### src/rtl/rom_loader.sv
// rom_loader: boot-time loader copying ROM images into target RAM slots and filling the rest.
// Writes use a valid/ready handshake; init signals load complete and gates CPU reset.
module rom_loader #(
    parameter int AW = 19,
    parameter int SLOTW = 15,
    parameter int IMAGES = 3,
    parameter int DW = 8,
    parameter logic [DW-1:0] FILL = 8'hFF,
    parameter int RDLAT = 1
) (
    input  logic                        clock,
    input  logic                        reset,
    input  logic                        power,
    input  logic                        restart,
    input  logic [IMAGES-1:0]           skip,
    output logic [AW-SLOTW-1:0]         srcSel,
    output logic [SLOTW-1:0]            srcA,
    input  logic [DW-1:0]               srcQ,
    output logic                        iniW,
    input  logic                        iniRdy,
    output logic [AW-1:0]               iniA,
    output logic [DW-1:0]               iniD,
    output logic                        busy,
    output logic                        init
);
    localparam int SW = AW - SLOTW;
    localparam int SLOTS = 1 << SW;
    localparam int CW = $clog2(RDLAT + 1);

    typedef enum logic [2:0] {IDLE, ADDR, READ, WRITE, DONE} state_t;

    state_t          state;
    logic [AW-1:0]   addr;
    logic [CW-1:0]   cnt;
    logic [SW-1:0]   slot;
    logic [SLOTS-1:0] skip_ext;
    logic            is_img;

    assign slot = addr[AW-1:SLOTW];
    // Slots beyond IMAGES read as never-skipped fill slots
    assign skip_ext = SLOTS'(skip);
    assign is_img = int'(slot) < IMAGES;

    always_ff @(posedge clock or posedge reset) begin
        if (reset) begin
            state  <= IDLE;
            addr   <= '0;
            cnt    <= '0;
            srcSel <= '0;
            srcA   <= '0;
            iniW   <= 1'b0;
            iniA   <= '0;
            iniD   <= '0;
            busy   <= 1'b0;
            init   <= 1'b0;
        end else if (restart && state != IDLE) begin
            state <= ADDR;
            addr  <= '0;
            iniW  <= 1'b0;
            busy  <= 1'b1;
            init  <= 1'b0;
        end else if (!power && state != DONE) begin
            state <= IDLE;
            addr  <= '0;
            iniW  <= 1'b0;
            busy  <= 1'b0;
        end else begin
            case (state)
                IDLE: begin
                    state <= ADDR;
                    addr  <= '0;
                    busy  <= 1'b1;
                end
                ADDR: begin
                    if (skip_ext[slot]) begin
                        if (&slot) begin
                            state <= DONE;
                            busy  <= 1'b0;
                            init  <= 1'b1;
                        end else begin
                            addr <= {slot + 1'b1, {SLOTW{1'b0}}};
                        end
                    end else if (is_img) begin
                        srcSel <= slot;
                        srcA   <= addr[SLOTW-1:0];
                        cnt    <= '0;
                        state  <= READ;
                    end else begin
                        iniD  <= FILL;
                        iniA  <= addr;
                        iniW  <= 1'b1;
                        state <= WRITE;
                    end
                end
                READ: begin
                    if (cnt == CW'(RDLAT - 1)) begin
                        iniD  <= srcQ;
                        iniA  <= addr;
                        iniW  <= 1'b1;
                        state <= WRITE;
                    end else begin
                        cnt <= cnt + 1'b1;
                    end
                end
                WRITE: begin
                    if (iniRdy) begin
                        iniW <= 1'b0;
                        if (&addr) begin
                            state <= DONE;
                            busy  <= 1'b0;
                            init  <= 1'b1;
                        end else begin
                            addr  <= addr + 1'b1;
                            state <= ADDR;
                        end
                    end
                end
                DONE: ;
                default: state <= IDLE;
            endcase
        end
    end
endmodule

### config.mk
export PLATFORM = sky130hd
export DESIGN_NAME = rom_loader
export DESIGN_NICKNAME = d
export VERILOG_FILES = /design/src/rtl/rom_loader.sv
export SDC_FILE = /design/constraint.sdc
export NUM_CORES = 1
export LEC_CHECK = 0
export BUFFER_PORTS_ARGS = -buffer_cell sky130_fd_sc_hd__buf_2
export CAP_MARGIN = 20
export CELL_PAD_IN_SITES_DETAIL_PLACEMENT = 0
export CELL_PAD_IN_SITES_GLOBAL_PLACEMENT = 2
export CORE_MARGIN = 10
export CORE_UTILIZATION = 32
export CTS_BUF_LIST = sky130_fd_sc_hd__clkbuf_2 sky130_fd_sc_hd__clkbuf_4 sky130_fd_sc_hd__clkbuf_8
export DETAILED_ROUTE_END_ITERATION = 10
export PLACE_DENSITY = 0.77
export REMOVE_ABC_BUFFERS = 1
export SLEW_MARGIN = 20
export SYNTH_ARGS = -nofsm -noshare
export SYNTH_HDL_FRONTEND = slang
export SYNTH_SLANG_ARGS = --single-unit
### constraint.sdc
create_clock -name clock -period 2.1 [get_ports clock]
set_input_delay 0.315 -clock clock [delete_from_list [all_inputs] [get_ports clock]]
set_output_delay 0.315 -clock clock [all_outputs]
set_load 0.02 [all_outputs]
* Word level (Yosys, flattened, before mapping)
Cells that the tools add are included.
Word-level totals: flip-flop bits (word level) 72, input port bits 16, output and inout port bits 49, word-level logic and storage cells 113
Cells by class: add/sub/neg operators 3, order comparisons 2, equal/unequal tests 25, mux-type cells 51, bitwise operators 3, reductions and logical operators 19
Operators by type and width (count):
- 19-bit two-way mux | 9
- 19-bit one-hot mux with 3 select lines | 1
- 19-bit one-hot mux with 2 select lines | 1
- 4-bit inequality test (second input constant) | 9
- 5-bit AND reduction | 5
- 8-bit two-way mux | 3
- 1-bit two-way mux | 23
- 3-bit two-way mux | 7
- 19-bit by 1-bit adder with 19-bit output (second input constant) | 1
- 19-bit AND reduction | 1
- 3-bit inequality test (second input constant) | 6
- 8-bit one-hot mux with 2 select lines | 1
- 3-bit one-hot mux with 5 select lines | 1
- 6-bit AND reduction | 2
- 2-bit inequality test (second input constant) | 5
- 5-bit nonzero test | 2
- 4-bit AND reduction | 2
- 3-bit by 2-bit == test with 1-bit output (second input constant) | 2
- 1-bit one-hot mux with 3 select lines | 2
- 3-bit nonzero test | 2
- 4-bit by 5-bit less-than comparator with 1-bit output (second input constant) | 1
- 5-bit inequality test (second input constant) | 1
- 4-bit by 1-bit adder with 4-bit output (second input constant) | 1
- 1-bit binary-select mux with 4-bit select | 1
- other kinds (10) | 14

* Logic depth before layout (Yosys ltp)
depth after elaboration 6, mapped depth 9, gate-level depth less buffers 7

* Least setup slack after synthesis
Ideal clock, no wire load.
path kind reg2reg, start register state[2], end register srcA[10], setup time 125 ps, arrival 1963 ps, data required time 1975 ps, path slack 12 ps, cell stages (with the launch flop) 7, buffers on the path 1, clock period less this slack 2088 ps, path through dfrtp_1 -> nand2b_1 -> nor4b_2 -> o21ai_2 -> nor4_4 -> buf_6 -> mux2_2
On the way: cells in the longest elaborated chain, start to end 4, elaborated cells on any way between the ends 8, those cells by class 2 x eq/ne; 2 x bitwise; 4 x reduce/logical
RTL lines:
- start, declared | line 32 | state_t state;
- start signal, assigned | line 46 | state <= IDLE;
- start signal, assigned | line 57 | state <= ADDR;
- start signal, assigned | line 63 | state <= IDLE;
- 3-bit inequality test / 3-bit nonzero test (equally long branches) | line 62, 56
- 1-bit logical AND (on tied branches) | line 62, 56
- 1-bit inverter (no source line)
- 5-bit AND reduction (no source line) (*)
- end signal, assigned | line 85 | srcA <= addr[SLOTW-1:0];
- end, declared | line 17 | output logic [SLOTW-1:0] srcA,
Mark *: on every way between the ends. The rest lies on a longest branch, timed or not. A chain may end at the register's enable or synchronous reset.

* Final worst setup path
start register state[2], end register srcA[3]
The elaborated chain is that of the path after synthesis.

==> out/qor.txt <==
CRITICAL PATH
-----------------------------------------------------------------------------------------------------------------
Worst Path Max Fanout ..............................................................................            8
Critical register-to-register path endpoint ........................................................      srcA[3]
Crit path arrival time .............................................................................      2360 ps
Critical path buffer and inverter count ............................................................            3
Internal reg-to-reg setup slack ....................................................................       -20 ps
Worst Reg2Reg Path Length in Cells .................................................................            8
Critical path's slowest cell .......................................................................      dfrtp_1
Worst setup path category .......................................................................... register to register
CP Capture Type ....................................................................................     register
Count of cell instances traversed by the critical path .............................................            8
Cell type group with the largest total delay on the critical path .................................. simple AND/OR/NAND/NOR gates
Origin of the worst setup path .....................................................................     state[2]
Setup crit start kind ..............................................................................     register
End point of the critical path .....................................................................      srcA[3]
Cell seen most often among critical-path stages ....................................................        buf_6
Longest individual stage delay on the worst path ...................................................       420 ps
Worst reg2reg path startpoint ......................................................................     state[2]
Required time of the critical path .................................................................      2340 ps
Cell chain of the critical path .................................................................... nand2b_4 -> nor4b_4 -> o21ai_2 -> buf_6 -> nor4_4 -> buf_6 -> buf_12 -> mux2_4

YOSYS
-----------------------------------------------------------------------------------------------------------------
Proportion of synthesized area in mux cells ........................................................        6.32%
Post-synthesis simple-gate area fraction ...........................................................        21.9%
Compound-gate portion of the synthesized area ......................................................        15.1%
Parity-gate share of the synthesized area counting xor and xnor cells ..............................           0%
Post-synthesis instance area .......................................................................    3380 um^2
Synth warnings .....................................................................................            0
Count of flip-flops with a built-in enable after synthesis .........................................            0
Post-Syn Area per Cell .............................................................................    9.98 um^2
Arithmetic-cell share of the synthesized area counting full adders, half adders and majority gates .       0.740%
Largest family of logic cells by synthesized area .................................................. simple AND/OR/NAND/NOR gates
Synthesized instance count .........................................................................          339
Yosys reg bits .....................................................................................           71
Sequential cell area fraction in the yosys report ..................................................        52.5%
Main flop type after synthesis .....................................................................      dfrtp_1
Distinct cell type count after synthesis ...........................................................           51
Fraction of registers with async set/reset .........................................................         100%

GLOBAL ROUTE
-----------------------------------------------------------------------------------------------------------------
Met3 track utilization from global routing .........................................................        3.72%
Met1 track utilization from global routing .........................................................        18.1%
Most congested layer reported by global routing ....................................................         met2
Maximum number of pins on one net before global-route repair .......................................           72
Vias in the first global route .....................................................................        2,996
Number of antenna violations at the first check in global routing ..................................            0
Global routing usage on met2 .......................................................................        19.8%
Congestion Overflow GR .............................................................................            0
GRT Util Overall ...................................................................................        13.3%
First-pass GRT wire length .........................................................................    16,100 um

TIMING
-----------------------------------------------------------------------------------------------------------------
Actual slew at the worst max-slew pin ..............................................................       489 ps
Fin Clk Skew .......................................................................................      15.5 ps
Final Hold Slack ...................................................................................      29.3 ps
Relative slew slack ................................................................................        67.2%
Share of the cycle needed by the critical path after routing .......................................         101%
Achievable Freq ....................................................................................      473 MHz
Final Max Slew Viols ...............................................................................            0
Number of endpoints failing setup at the final stage ...............................................            9
Worst setup margin .................................................................................     -15.9 ps
Final critical delay including setup and external delays ...........................................      2120 ps
Final hold viol count ..............................................................................            0
Setup repair after global routing missed its margin ................................................          yes

ROUTING
-----------------------------------------------------------------------------------------------------------------
Number of search-and-repair iterations in the first detailed-routing pass ..........................            4
Detailed-route wire length .........................................................................    10,100 um
Routed vias ........................................................................................        3,018
Remaining design rule violation count ..............................................................            0
Wirelength per Cell ................................................................................      16.7 um
Antenna violation net count after detailed routing .................................................            0
Initial drt markers ................................................................................          213
Average vias per placed instance ...................................................................         5.02

CLOCKING
-----------------------------------------------------------------------------------------------------------------
TritonCTS clock tree ...............................................................................          yes
Buffer depth of the longest clock path .............................................................            2
Clock sink count ...................................................................................           71
Clock latency reported for the late side of the worst-skew pair ....................................       370 ps
Number of buffers inserted by hold repair at cts ...................................................            0
Clock-pin slew on the worst setup and hold paths ...................................................        90 ps
TritonCTS Buffers ..................................................................................            9
CTS root buffer ....................................................................................     clkbuf_8
# H-tree levels ....................................................................................            3

CELLS AND AREA
-----------------------------------------------------------------------------------------------------------------
Inserted Diodes ....................................................................................            0
Post-layout instance area ..........................................................................    4660 um^2
Area delta synth->final ............................................................................        37.9%
Count of placed standard cells in the final layout, fillers left out ...............................          601
Nets ...............................................................................................          478
Fraction of final layout cells with drive strength greater than 1 ..................................        41.3%
Filler cell count ..................................................................................          987

DIE
-----------------------------------------------------------------------------------------------------------------
Width of the die ...................................................................................       123 um
Starting Density ...................................................................................        32.8%
Die Y-Extent .......................................................................................       123 um
IO Count ...........................................................................................           65
Number of rows in the core area ....................................................................           37
Total Die Area .....................................................................................  15,100 um^2
Floorplan Core Area ................................................................................  10,300 um^2

PLACEMENT
-----------------------------------------------------------------------------------------------------------------
Total half-perimeter wirelength after legalization and detailed placement ..........................      7050 um
Buffers on Ports ...................................................................................           64
Area after DPL .....................................................................................    4220 um^2
Routability cong. ..................................................................................        0.911
Pre-CTS WS .........................................................................................     -61.5 ps
Dpl cells ..........................................................................................          576

PWR
-----------------------------------------------------------------------------------------------------------------
Total power divided by cell area ...................................................................  773 nW/um^2
Worst vdd ir .......................................................................................     0.404 mV
Leakage ............................................................................................   0.00237 uW

OUTCOME
-----------------------------------------------------------------------------------------------------------------
Result of the run .................................................................................. finished, violations left
Violated checks .................................................................................... setup timing

MIN PATH
-----------------------------------------------------------------------------------------------------------------
Path category of the worst min-delay check ......................................................... primary input to async pin

RUN
-----------------------------------------------------------------------------------------------------------------
Maximum Capacitance Violations .....................................................................            0

==> metrics by stage <==
stage	total power [uW]	utilization, %	TNS, ps
global placement	2460	40.9	-412
CTS	3530	43.0	-91.0
finish	3610	45.2	-77.9
detailed placement	2460	40.9	-382
global route	3820	45.2	-1670
floorplan	2070	-	-15290
==> registers in the layout, summed over array words and instances, names as in the netlist <==
| signal | flops |
|---|---|
| addr | 19 |
| busy | 1 |
| iniA | 19 |
| iniD | 8 |
| iniW | 1 |
| init | 1 |
| srcA | 15 |
| srcSel | 4 |
| state | 3 |
==> final cells by class <==
| cell class | instances | area [um^2] | share of cell area (%) |
|---|---|---|---|
| Clock inverter | 6 | 43.8 | 0.939 |
| Inverter | 5 | 18.8 | 0.402 |
| Tap cell | 136 | 170 | 3.65 |
| Clock buffer | 10 | 138 | 2.95 |
| Timing Repair Buffer | 128 | 872 | 18.7 |
| Multi-Input combinational cell | 245 | 1640 | 35.1 |
| Sequential cell | 71 | 1780 | 38.2 |
==> layer usage <==
layer	wire length, um	vias up
met2	4400	80
met4	173	0
li1	-	1458
met3	662	13
met1	4820	1467
met5	0	-
==> worst min path at each step <==
stage | start | to | slack [ps] | depth (start not counted)
4_1_cts | reset | addr[18] | 40 | 3
5_1_grt | reset | addr[1] | 70 | 3
2_1_floorplan | srcQ[0] | iniD[0] | 460 | 1
3_3_place_gp | reset | iniA[3] | 440 | 3
3_5_place_dp | reset | iniA[3] | 440 | 3
6_report | reset | srcA[0] | 30 | 3
==> cells by family (layout without fill, tap and decap cells) <==
kind of cell / count (synthesis) / after routing
and+or+nand+nor: 147 / 147
muxes: 19 / 19
adders and majority gates: 2 / 2
buffers and inverters: 23 / 149
DFF: 71 / 71
AOI/OAI and AO/OA: 77 / 77
==> layout by cell type, fill, tap and decap left out, types with 3 or more instances in the layout <==
cell / netlist / final
buf_2: 5 / 64
and3_1: 5 / 5
buf_4: 4 / 53
dfrtp_1: 71 / 66
buf_6: 1 / 7
a31oi_1: 3 / 3
and2_1: 4 / 4
clkbuf_8: 0 / 10
nand2_1: 63 / 62
mux2_4: 0 / 17
nor2_1: 21 / 20
dfrtp_2: 0 / 5
o21a_1: 4 / 4
nand4_1: 6 / 6
nand3_1: 12 / 11
o22a_1: 8 / 8
o21ai_0: 25 / 17
o31ai_1: 6 / 6
a21oi_1: 8 / 8
inv_1: 5 / 4
or3_1: 3 / 3
o41ai_1: 4 / 3
o21ai_2: 1 / 4
o21ai_1: 6 / 11
nor2b_1: 7 / 7
buf_12: 0 / 3
nor3_1: 5 / 5
==> cell usage after synthesis (5+ instances only) <==
master / number / share of area, %
mux2_2: 19 / 6.3
nor2_1: 21 / 2.3
clkbuf_1: 8 / 0.89
and3_1: 5 / 0.92
o31ai_1: 6 / 1.3
nor2b_1: 7 / 1.3
nand3_1: 12 / 1.8
buf_2: 5 / 0.74
dfrtp_1: 71 / 53
inv_1: 5 / 0.55
nand4_1: 6 / 1.1
a21oi_1: 8 / 1.2
o22a_1: 8 / 2.1
o21ai_1: 6 / 0.89
o21ai_0: 25 / 3.7
nor3_1: 5 / 0.74
nand2_1: 63 / 7.0
==> where the power goes <==
group | total (uW) | switching [uW] | internal [uW] | leakage [uW]
Sequential | 1570 | 86.3 | 1480 | 0.000970
Clock | 1050 | 581 | 465 | 0.0000926
Combinational | 995 | 540 | 454 | 0.00131
==> worst reg2reg max path, delay by kind of cell (launching register included) <==
| family | cells | cell delay, ps |
|---|---|---|
| multiplexers | 1 | 300 |
| buffers and inverters | 3 | 460 |
| flip-flops | 1 | 420 |
| AND/OR/NAND/NOR | 3 | 690 |
| AO/OA/AOI/OAI | 1 | 120 |
==> what timing repair did <==
item / 4_1_cts / 5_1_grt
endpoints found under the setup margin: 15 / 50
pin swaps: 2 / 12
setup buffers: 0 / 9
resized for setup: 7 / 56
cloned: 0 / 1
No activity file was read; power rests on OpenSTA's default activity.
